===== src/rtl/spi_slave_rx_pkg.sv =====
// Shared constants for the SPI slave receiver: mode codes, FSM state codes and default width.
package spi_slave_rx_pkg;

    localparam int unsigned DefaultWidth = 8;

    localparam logic [1:0] Mode0 = 2'b00;
    localparam logic [1:0] Mode1 = 2'b01;
    localparam logic [1:0] Mode2 = 2'b10;
    localparam logic [1:0] Mode3 = 2'b11;

    localparam logic [1:0] StIdle  = 2'd0;
    localparam logic [1:0] StLoad  = 2'd1;
    localparam logic [1:0] StShift = 2'd2;

    // Data is sampled on the rising sclk edge whenever CPOL equals CPHA.
    function automatic logic sample_on_rise(input logic [1:0] mode);
        return (mode == Mode0) || (mode == Mode3);
    endfunction

endpackage


===== src/rtl/spi_slave_rx_sync_edge.sv =====
// Multi-flop synchronizer with rise/fall detection taken from the synchronized level.
module spi_sync_edge #(
    parameter int unsigned Stages = 2
) (
    input  logic clk_i,
    input  logic rst_i,
    input  logic rst_val_i,
    input  logic d_i,
    output logic rise_o,
    output logic fall_o
);

    logic [Stages-1:0] sync_q;
    logic              prev_q;

    always_ff @(posedge clk_i) begin
        if (rst_i) begin
            sync_q <= {Stages{rst_val_i}};
            prev_q <= rst_val_i;
        end else begin
            sync_q <= {sync_q[Stages-2:0], d_i};
            prev_q <= sync_q[Stages-1];
        end
    end

    assign rise_o = sync_q[Stages-1] & ~prev_q;
    assign fall_o = ~sync_q[Stages-1] & prev_q;

endmodule


===== src/rtl/spi_slave_rx.sv =====
// SPI slave: full-duplex shift engine, transmit holding register and frame status pulses.
module spi_slave_rx
    import spi_slave_rx_pkg::*;
#(
    parameter int unsigned WIDTH       = DefaultWidth,
    parameter int unsigned SYNC_STAGES = 2
) (
    input  logic             mainclk_i,
    input  logic             reset_i,
    input  logic [1:0]       spi_mode_i,
    input  logic             sclk_i,
    input  logic             select_i,
    input  logic             mosi_i,
    output logic             miso_o,
    output logic             miso_oe_o,
    input  logic [WIDTH-1:0] tx_data_i,
    input  logic             tx_valid_i,
    output logic             tx_ready_o,
    output logic [WIDTH-1:0] rx_data_o,
    output logic             rx_valid_o,
    output logic             finish_o,
    output logic             underrun_o,
    output logic             abort_o
);

    localparam int unsigned    CntW    = (WIDTH > 1) ? $clog2(WIDTH) : 1;
    localparam logic [CntW-1:0] CntLast = CntW'(WIDTH - 1);

    logic sclk_rise, sclk_fall, sel_rise, sel_fall;
    logic [SYNC_STAGES-1:0] mosi_sync_q;
    logic mosi_s, samp_rise, sample_edge, shift_edge;

    logic [1:0]       state_q, state_d;
    logic [1:0]       mode_q, mode_d;
    logic [CntW-1:0]  cnt_q, cnt_d;
    logic [WIDTH-1:0] rx_shift_q, rx_shift_d;
    logic [WIDTH-1:0] tx_shift_q, tx_shift_d;
    logic [WIDTH-1:0] hold_q, hold_d;
    logic             hold_full_q, hold_full_d;
    logic [WIDTH-1:0] rx_data_q, rx_data_d;
    logic             rx_valid_q, rx_valid_d;
    logic             finish_q, finish_d;
    logic             underrun_q, underrun_d;
    logic             abort_q, abort_d;
    logic             empty_pend_q, empty_pend_d;
    logic             done_q, done_d;

    spi_sync_edge #(.Stages(SYNC_STAGES)) u_sclk_sync (
        .clk_i     (mainclk_i),
        .rst_i     (reset_i),
        .rst_val_i (spi_mode_i[1]),
        .d_i       (sclk_i),
        .rise_o    (sclk_rise),
        .fall_o    (sclk_fall)
    );

    spi_sync_edge #(.Stages(SYNC_STAGES)) u_sel_sync (
        .clk_i     (mainclk_i),
        .rst_i     (reset_i),
        .rst_val_i (1'b1),
        .d_i       (select_i),
        .rise_o    (sel_rise),
        .fall_o    (sel_fall)
    );

    assign mosi_s      = mosi_sync_q[SYNC_STAGES-1];
    assign samp_rise   = sample_on_rise(mode_q);
    assign sample_edge = samp_rise ? sclk_rise : sclk_fall;
    assign shift_edge  = samp_rise ? sclk_fall : sclk_rise;

    // The holding register is free again in the LOAD cycle, so a same-cycle write is accepted.
    assign tx_ready_o = !hold_full_q || (state_q == StLoad);
    assign miso_oe_o  = (state_q != StIdle);
    assign miso_o     = miso_oe_o & tx_shift_q[WIDTH-1];
    assign rx_data_o  = rx_data_q;
    assign rx_valid_o = rx_valid_q;
    assign finish_o   = finish_q;
    assign underrun_o = underrun_q;
    assign abort_o    = abort_q;

    always_comb begin
        state_d      = state_q;
        mode_d       = mode_q;
        cnt_d        = cnt_q;
        rx_shift_d   = rx_shift_q;
        tx_shift_d   = tx_shift_q;
        hold_d       = hold_q;
        hold_full_d  = hold_full_q;
        rx_data_d    = rx_data_q;
        rx_valid_d   = 1'b0;
        finish_d     = 1'b0;
        underrun_d   = 1'b0;
        abort_d      = 1'b0;
        empty_pend_d = empty_pend_q;
        done_d       = done_q;

        if (state_q == StIdle) begin
            mode_d = spi_mode_i;
        end

        case (state_q)
            StIdle: begin
                if (sel_fall) begin
                    state_d = StLoad;
                    cnt_d   = '0;
                    done_d  = 1'b0;
                end
            end
            StLoad: begin
                tx_shift_d   = hold_full_q ? hold_q : '0;
                empty_pend_d = !hold_full_q;
                hold_full_d  = 1'b0;
                state_d      = StShift;
            end
            StShift: begin
                if (sample_edge) begin
                    rx_shift_d = {rx_shift_q[WIDTH-2:0], mosi_s};
                    // Underrun is reported once the frame really starts, not at the idle reload.
                    if (cnt_q == '0 && empty_pend_q) begin
                        underrun_d   = 1'b1;
                        empty_pend_d = 1'b0;
                    end
                    if (cnt_q == CntLast) begin
                        cnt_d      = '0;
                        rx_data_d  = rx_shift_d;
                        rx_valid_d = 1'b1;
                        done_d     = 1'b1;
                        state_d    = StLoad;
                    end else begin
                        cnt_d = cnt_q + 1'b1;
                    end
                end else if (shift_edge && cnt_q != '0) begin
                    // No shift before the first sample: the MSB is already on miso.
                    tx_shift_d = tx_shift_q << 1;
                end
            end
            default: state_d = StIdle;
        endcase

        if (tx_valid_i && tx_ready_o) begin
            hold_d      = tx_data_i;
            hold_full_d = 1'b1;
        end

        if (sel_rise && state_q != StIdle) begin
            state_d      = StIdle;
            cnt_d        = '0;
            rx_shift_d   = '0;
            empty_pend_d = 1'b0;
            abort_d      = (cnt_q != '0);
            finish_d     = done_q;
        end
    end

    always_ff @(posedge mainclk_i) begin
        if (reset_i) begin
            state_q      <= StIdle;
            mode_q       <= spi_mode_i;
            cnt_q        <= '0;
            rx_shift_q   <= '0;
            tx_shift_q   <= '0;
            hold_q       <= '0;
            hold_full_q  <= 1'b0;
            rx_data_q    <= '0;
            rx_valid_q   <= 1'b0;
            finish_q     <= 1'b0;
            underrun_q   <= 1'b0;
            abort_q      <= 1'b0;
            empty_pend_q <= 1'b0;
            done_q       <= 1'b0;
            mosi_sync_q  <= '0;
        end else begin
            state_q      <= state_d;
            mode_q       <= mode_d;
            cnt_q        <= cnt_d;
            rx_shift_q   <= rx_shift_d;
            tx_shift_q   <= tx_shift_d;
            hold_q       <= hold_d;
            hold_full_q  <= hold_full_d;
            rx_data_q    <= rx_data_d;
            rx_valid_q   <= rx_valid_d;
            finish_q     <= finish_d;
            underrun_q   <= underrun_d;
            abort_q      <= abort_d;
            empty_pend_q <= empty_pend_d;
            done_q       <= done_d;
            mosi_sync_q  <= {mosi_sync_q[SYNC_STAGES-2:0], mosi_i};
        end
    end

endmodule


===== config.mk =====
export PLATFORM = sky130hd
export DESIGN_NAME = spi_slave_rx
export DESIGN_NICKNAME = d
export VERILOG_FILES = /design/src/rtl/spi_slave_rx_pkg.sv /design/src/rtl/spi_slave_rx_sync_edge.sv /design/src/rtl/spi_slave_rx.sv
export SDC_FILE = /design/constraint.sdc
export NUM_CORES = 1
export LEC_CHECK = 0
export CORE_MARGIN = 2
export CORE_UTILIZATION = 25
export DETAILED_ROUTE_END_ITERATION = 8
export PLACE_DENSITY = 0.54
export SETUP_SLACK_MARGIN = 0.02
export SKIP_CTS_REPAIR_TIMING = 1
export SLEW_MARGIN = 10
export SYNTH_ARGS = -nofsm -noshare
export SYNTH_HDL_FRONTEND = slang
export SYNTH_SLANG_ARGS = --single-unit

===== constraint.sdc =====
create_clock -name mainclk_i -period 2.56 [get_ports mainclk_i]
set_clock_uncertainty 0.15 [all_clocks]
set_input_delay 0.256 -clock mainclk_i [delete_from_list [all_inputs] [get_ports mainclk_i]]
set_output_delay 0.256 -clock mainclk_i [all_outputs]
set_load 0.05 [all_outputs]

-- Yosys cells after proc, flatten, opt, wreduce, memory -nomap -nowiden
Index checks and enable logic that the tools add are counted.
- eq/ne operators: 10
- add/sub/neg operators: 1
- reductions and logical operators: 26
- divide/modulo/power cells: 0
- order comparisons: 0
- multiply operators: 0
- bitwise logic cells: 12
- mux-type cells: 29
- shift operators: 0
- operators with widths (operator ; number):
    2-to-1 mux 8 bit ; 3
    case mux 8 bit (2 select lines) ; 1
    AND reduction 3 bit ; 5
    2-to-1 mux 1 bit ; 12
    2-to-1 mux 2 bit ; 6
    inequality test 2 bit (second input constant) ; 6
    nonzero test 2 bit ; 5
    2-to-1 mux 3 bit ; 3
    NOT 1 bit ; 7
    case mux 2 bit (3 select lines) ; 1
    case mux 3 bit (2 select lines) ; 1
    bitwise AND 1 bit ; 5
    == test 2 bit (second input constant) ; 2
    logical AND 1 bit ; 4
    zero test 2 bit ; 2
    case mux 1 bit (2 select lines) ; 2
    AND reduction 4 bit ; 1
    OR reduction 2 bit ; 2
    adder 3 x 1 -> 3 bit (second input constant) ; 1
    == test 3 bit (second input constant) ; 1
    zero test 3 bit ; 1
    nonzero test 3 bit ; 1
    OR reduction 3 bit ; 1
    == test 2 x 1 -> 1 bit (second input constant) ; 1
    3 further kinds ; 4
- output and inout port bits: 15
- bits in registers: 53
- latch bits: 0
- ROM bits: 0
- input port bits: 16
- bits in writable memories: 0
- memories: 0

-- Logic depth before layout (Yosys ltp)
- depth after elaboration: 7
- depth in mapped cells: 6

-- By module
A second synthesis with hierarchy kept.
- cells, all modules: 229
- area, all modules: 2157.1 um^2
- modules (own cells, without submodules) (module ; times used ; area each (um^2) ; cells an instance ; sequential area each (um^2)):
    spi_slave_rx ; 1 ; 1944.4 ; 213 ; 960.9
    spi_sync_edge ; 2 ; 106.4 ; 8 ; 60.1

-- Least setup slack after synthesis
No wires, ideal clock.
- path type: register to register
- start: reg mode_q[1]
- end: reg rx_shift_q[1]
- path slack: 729 ps
- cell stages (with the launch flop): 6
- buffers on the path: 1
- library setup time: 129 ps
- data required time: 2281 ps
- data arrival time: 1553 ps
- cell sequence: edfxtp_1 xnor2_2 mux2i_4 buf_6 mux2i_1 nor2_1
- longest elaborated chain between the ends: 4
- elaborated cells on any way between the ends: 5
- classes of those cells: 1 x eq/ne; 1 x mux; 3 x reduce/logical
- ends and longest elaborated chain (item ; line ; text):
    start: declaration ; spi_slave_rx.sv:34 ; logic [1:0] mode_q, mode_d;
    start signal: assignment ; spi_slave_rx.sv:158 ; mode_q <= spi_mode_i;
    start signal: assignment ; spi_slave_rx.sv:174 ; mode_q <= mode_d;
    == test 2 bit / zero test 2 bit (equally long branches) ; spi_slave_rx_pkg.sv:17 ; return (mode == Mode0) || (mode == Mode3);
    logical OR 1 bit (*) ; spi_slave_rx_pkg.sv:17 ;
    2-to-1 mux 1 bit (*) ; spi_slave_rx.sv:68 ; assign sample_edge = samp_rise ? sclk_rise : sclk_fall;
    AND reduction 2 bit (no line) (*) ; -- ;
    end signal: assignment ; spi_slave_rx.sv:176 ; rx_shift_q <= rx_shift_d;
    end: declaration ; spi_slave_rx.sv:36 ; logic [WIDTH-1:0] rx_shift_q, rx_shift_d;
Mark *: on every way between the ends. The rest lies on a longest branch, timed or not.
A chain may end at the register's enable or synchronous reset.

-- Worst setup path in the final report
- start: reg state_q[1]
- end: out miso_o
- longest elaborated chain between the ends: 2
- ends and longest elaborated chain (item ; line ; text):
    start: declaration ; spi_slave_rx.sv:33 ; logic [1:0] state_q, state_d;
    start signal: assignment ; spi_slave_rx.sv:157 ; state_q <= StIdle;
    start signal: assignment ; spi_slave_rx.sv:173 ; state_q <= state_d;
    nonzero test 2 bit ; spi_slave_rx.sv:73 ; assign miso_oe_o = (state_q != StIdle);
    bitwise AND 1 bit ; spi_slave_rx.sv:74 ; assign miso_o = miso_oe_o & tx_shift_q[WIDTH-1];
    end: declaration ; spi_slave_rx.sv:14 ; output logic miso_o,
No other way between the ends.

==> flow_summary.ini <==
[detailed_routing]
drt-initial-drc-count = 65
viasPerCell = 4.45
vias = 1646
firstDrtPassIters = 4
routedWlPerCell_um = 11.6
drc = 0
wirelength_um = 4300
final_antenna_net_count = 0

[grt]
overflow = 0
grt_pass1_wl_um = 7630
met1_usage_pct = 13.2
met2_usage_pct = 14.5
grt_pass1_vias = 1578
grt_max_degree = 35
top_usage_layer = met2
antenna_found_initial = 0
use_met3_pct = 2.43
grt_usage_pct = 9.61

[clocking]
path_clk_slew_ns = 0.09
cts_tree = done
clk_latency_ns = 0.30
clockRootBuffer = clkbuf_8
numCtsBuffers = 5
clock_path_buffers = 2
cts.sinks = 53
cts_htree_levels = 2

[power_and_ir_drop]
power.density_nw_per_um2 = 540
ir_drop_mv = 0.268
p_leak_nw = 1.06

[final_layout]
drive_above_1_share_pct = 9.54
final_cells = 370
fillers = 939
area_growth_pct = 22.4
num_antenna_cells = 0
nets = 280

[timing]
setup_viol = 0
slew_viol_final = 0
fin_setup_tns_ns = 0
slew_headroom_pct = 35.5
max_freq_ghz = 0.424
tightest_slew_ns = 0.966
rsz0062_at_grt = false
hold_viol_final = 0
fin_crit_sh_pct = 92.2
fin_crit_ns = 2.36

[floorplan]
core_um2 = 8680
fp.dieW_um = 98.3
rows = 34
io_pins = 31
die_y_um = 98.3
initial_core_util_pct = 25.6
die-area_um2 = 9660

[worst_setup_path]
criticalPathCategory = reg -> out
max_stage_delay_ns = 0.81
crit_path_start_kind = register
path_max_fanout = 11
regToRegSetupSlack_ns = 0.62
cp.arrival_ns = 1.95
worst_setup_path_end_kind = output pin
cp.required_ns = 2.15
crit_slowest_cell = clkdlybuf4s50_1
worstPathCellList = nor2_1 > nor2b_1 > clkdlybuf4s50_1

[synthesis]
seq_area_frac_synth_pct = 48.6
ys_warn_count = 0
syn_avg_cell_area_um2 = 9.62
synth_top_area_share_pct = 45.9
netlist_area_um2 = 2220
synth_cells = 231
yosys-top-cells-area = dfxtp_1 46%, mux2i_1 11%, nand2b_1 6.2%, nor2_1 4.4%, nand2_1 3.2%
synth-seq-cells = 53
syn-num-nets = 250
yosysTopAreaCell = dfxtp_1
ys_types = 34

[placement]
numPortBuffers = 30
post-dp-hpwl_um = 3010
gp_congestion = 0.746
dpl.cell_count = 362

[flow_run]
drv_cap = 0

[outcome]
status = finished clean

[hold_path]
hp-class = reg -> reg
## final cells by class
| class | instances | area, um2 | share of cell area, % |
|---|---|---|---|
| Clock buffer | 5 | 68.8 | 2.53 |
| Clock inverter | 3 | 16.3 | 0.598 |
| Inverter | 9 | 33.8 | 1.24 |
| Multi-Input combinational cell | 156 | 1040 | 38.2 |
| Sequential cell | 53 | 1080 | 39.8 |
| Tap cell | 108 | 135 | 4.97 |
| Timing Repair Buffer | 36 | 345 | 12.7 |
## worst paths after layout
kind / startpoint / endpoint / cells past startpoint
max: state_q[1]$_SDFFE_PP0P_ / miso_o / 3
min: u_sel_sync.sync_q[0]$_SDFF_PP1_ / u_sel_sync.sync_q[1]$_SDFF_PP1_ / 1
max reg2reg: mode_q[1]$_DFFE_PP_ / tx_shift_q[6]$_SDFFE_PP0P_ / 4
min reg2reg: u_sel_sync.sync_q[0]$_SDFF_PP1_ / u_sel_sync.sync_q[1]$_SDFF_PP1_ / 1
## cells in the mapped netlist
master and n:
o21ai_0 10, nor3b_1 2, nor2_1 26, a21oi_2 1
xnor2_2 1, a21boi_0 1, or3_1 1, dfxtp_1 51
o2bb2ai_1 1, a32oi_1 1, mux2i_4 1, o21bai_1 1
nand3b_1 1, nand3_1 4, nand4b_1 2, nor2b_1 6
nor2_8 1, and4bb_2 2, buf_2 1, a21oi_1 4
inv_1 9, nor3_1 6, nand2b_1 22, ha_1 3
buf_4 1, a221oi_1 8, buf_6 2, nand2_1 19
a31oi_1 1, clkbuf_1 9, a21o_1 1, mux2i_1 25
edfxtp_1 2, or2_2 5
## flip-flops by register name (all words and copies together) (netlist names), 3 cells and up
signal,cells
hold_q,8
rx_data_o,8
tx_shift_q,8
rx_shift_q,7
cnt_q,3
## cells in the final DEF (no fill, tap or decap), types with 6 or more instances in the layout
master | Yosys | final
buf_4 | 1 | 6
o21ai_0 | 10 | 10
nor2b_1 | 6 | 6
nor3_1 | 6 | 6
nand2b_1 | 22 | 22
dfxtp_1 | 51 | 51
clkdlybuf4s50_1 | 0 | 30
a221oi_1 | 8 | 8
inv_1 | 9 | 9
mux2i_1 | 25 | 25
nand2_1 | 19 | 19
nor2_1 | 26 | 26
## layer usage
layer	wire, um	up-vias
li1	-	839
met1	2130	778
met2	2030	27
met3	106	2
met4	38	0
met5	0	-
## power breakdown
| group | internal, W | switching [W] |
|---|---|---|
| logic | 0.0000674 | 0.0000662 |
| clock network | 0.000190 | 0.000273 |
| registers | 0.000853 | 0.0000181 |
| total | 0.00111 | 0.000357 |
## cells by family after synthesis
| family | synth area share (%) |
|---|---|
| AO/OA/AOI/OAI | 8.78 |
| XOR/XNOR | 0.732 |
| adder cells (fa/ha/maj) | 1.69 |
| buffers and inverters | 4.62 |
| flip-flops | 48.6 |
| multiplexers | 12.3 |
| AND/OR/NAND/NOR | 23.3 |
## critical path, delay by kind of cell, from the launching register on
family                 cells  cell delay (ns)
buffers and inverters      1             0.81
and+or+nand+nor            2             0.32
DFF                        1             0.53
## stage by stage
| step | power (W) | area (um2) | setup slack, ns | utilization (%) | hold WS [ns] |
|---|---|---|---|---|---|
| 2_1_floorplan | 0.000976 | 2220 | 0.729 | - | 0.205 |
| 3_3_place_gp | 0.00102 | 2630 | 0.579 | 30.3 | 0.245 |
| 3_5_place_dp | 0.00103 | 2630 | 0.537 | 30.3 | 0.246 |
| 4_1_cts | 0.00150 | 2720 | 0.174 | 31.3 | 0.269 |
| 5_1_grt | 0.00155 | 2720 | 0.0578 | 31.3 | 0.317 |
| 6_report | 0.00147 | 2720 | 0.200 | 31.3 | 0.267 |
Power figures use the tool's default switching activity.
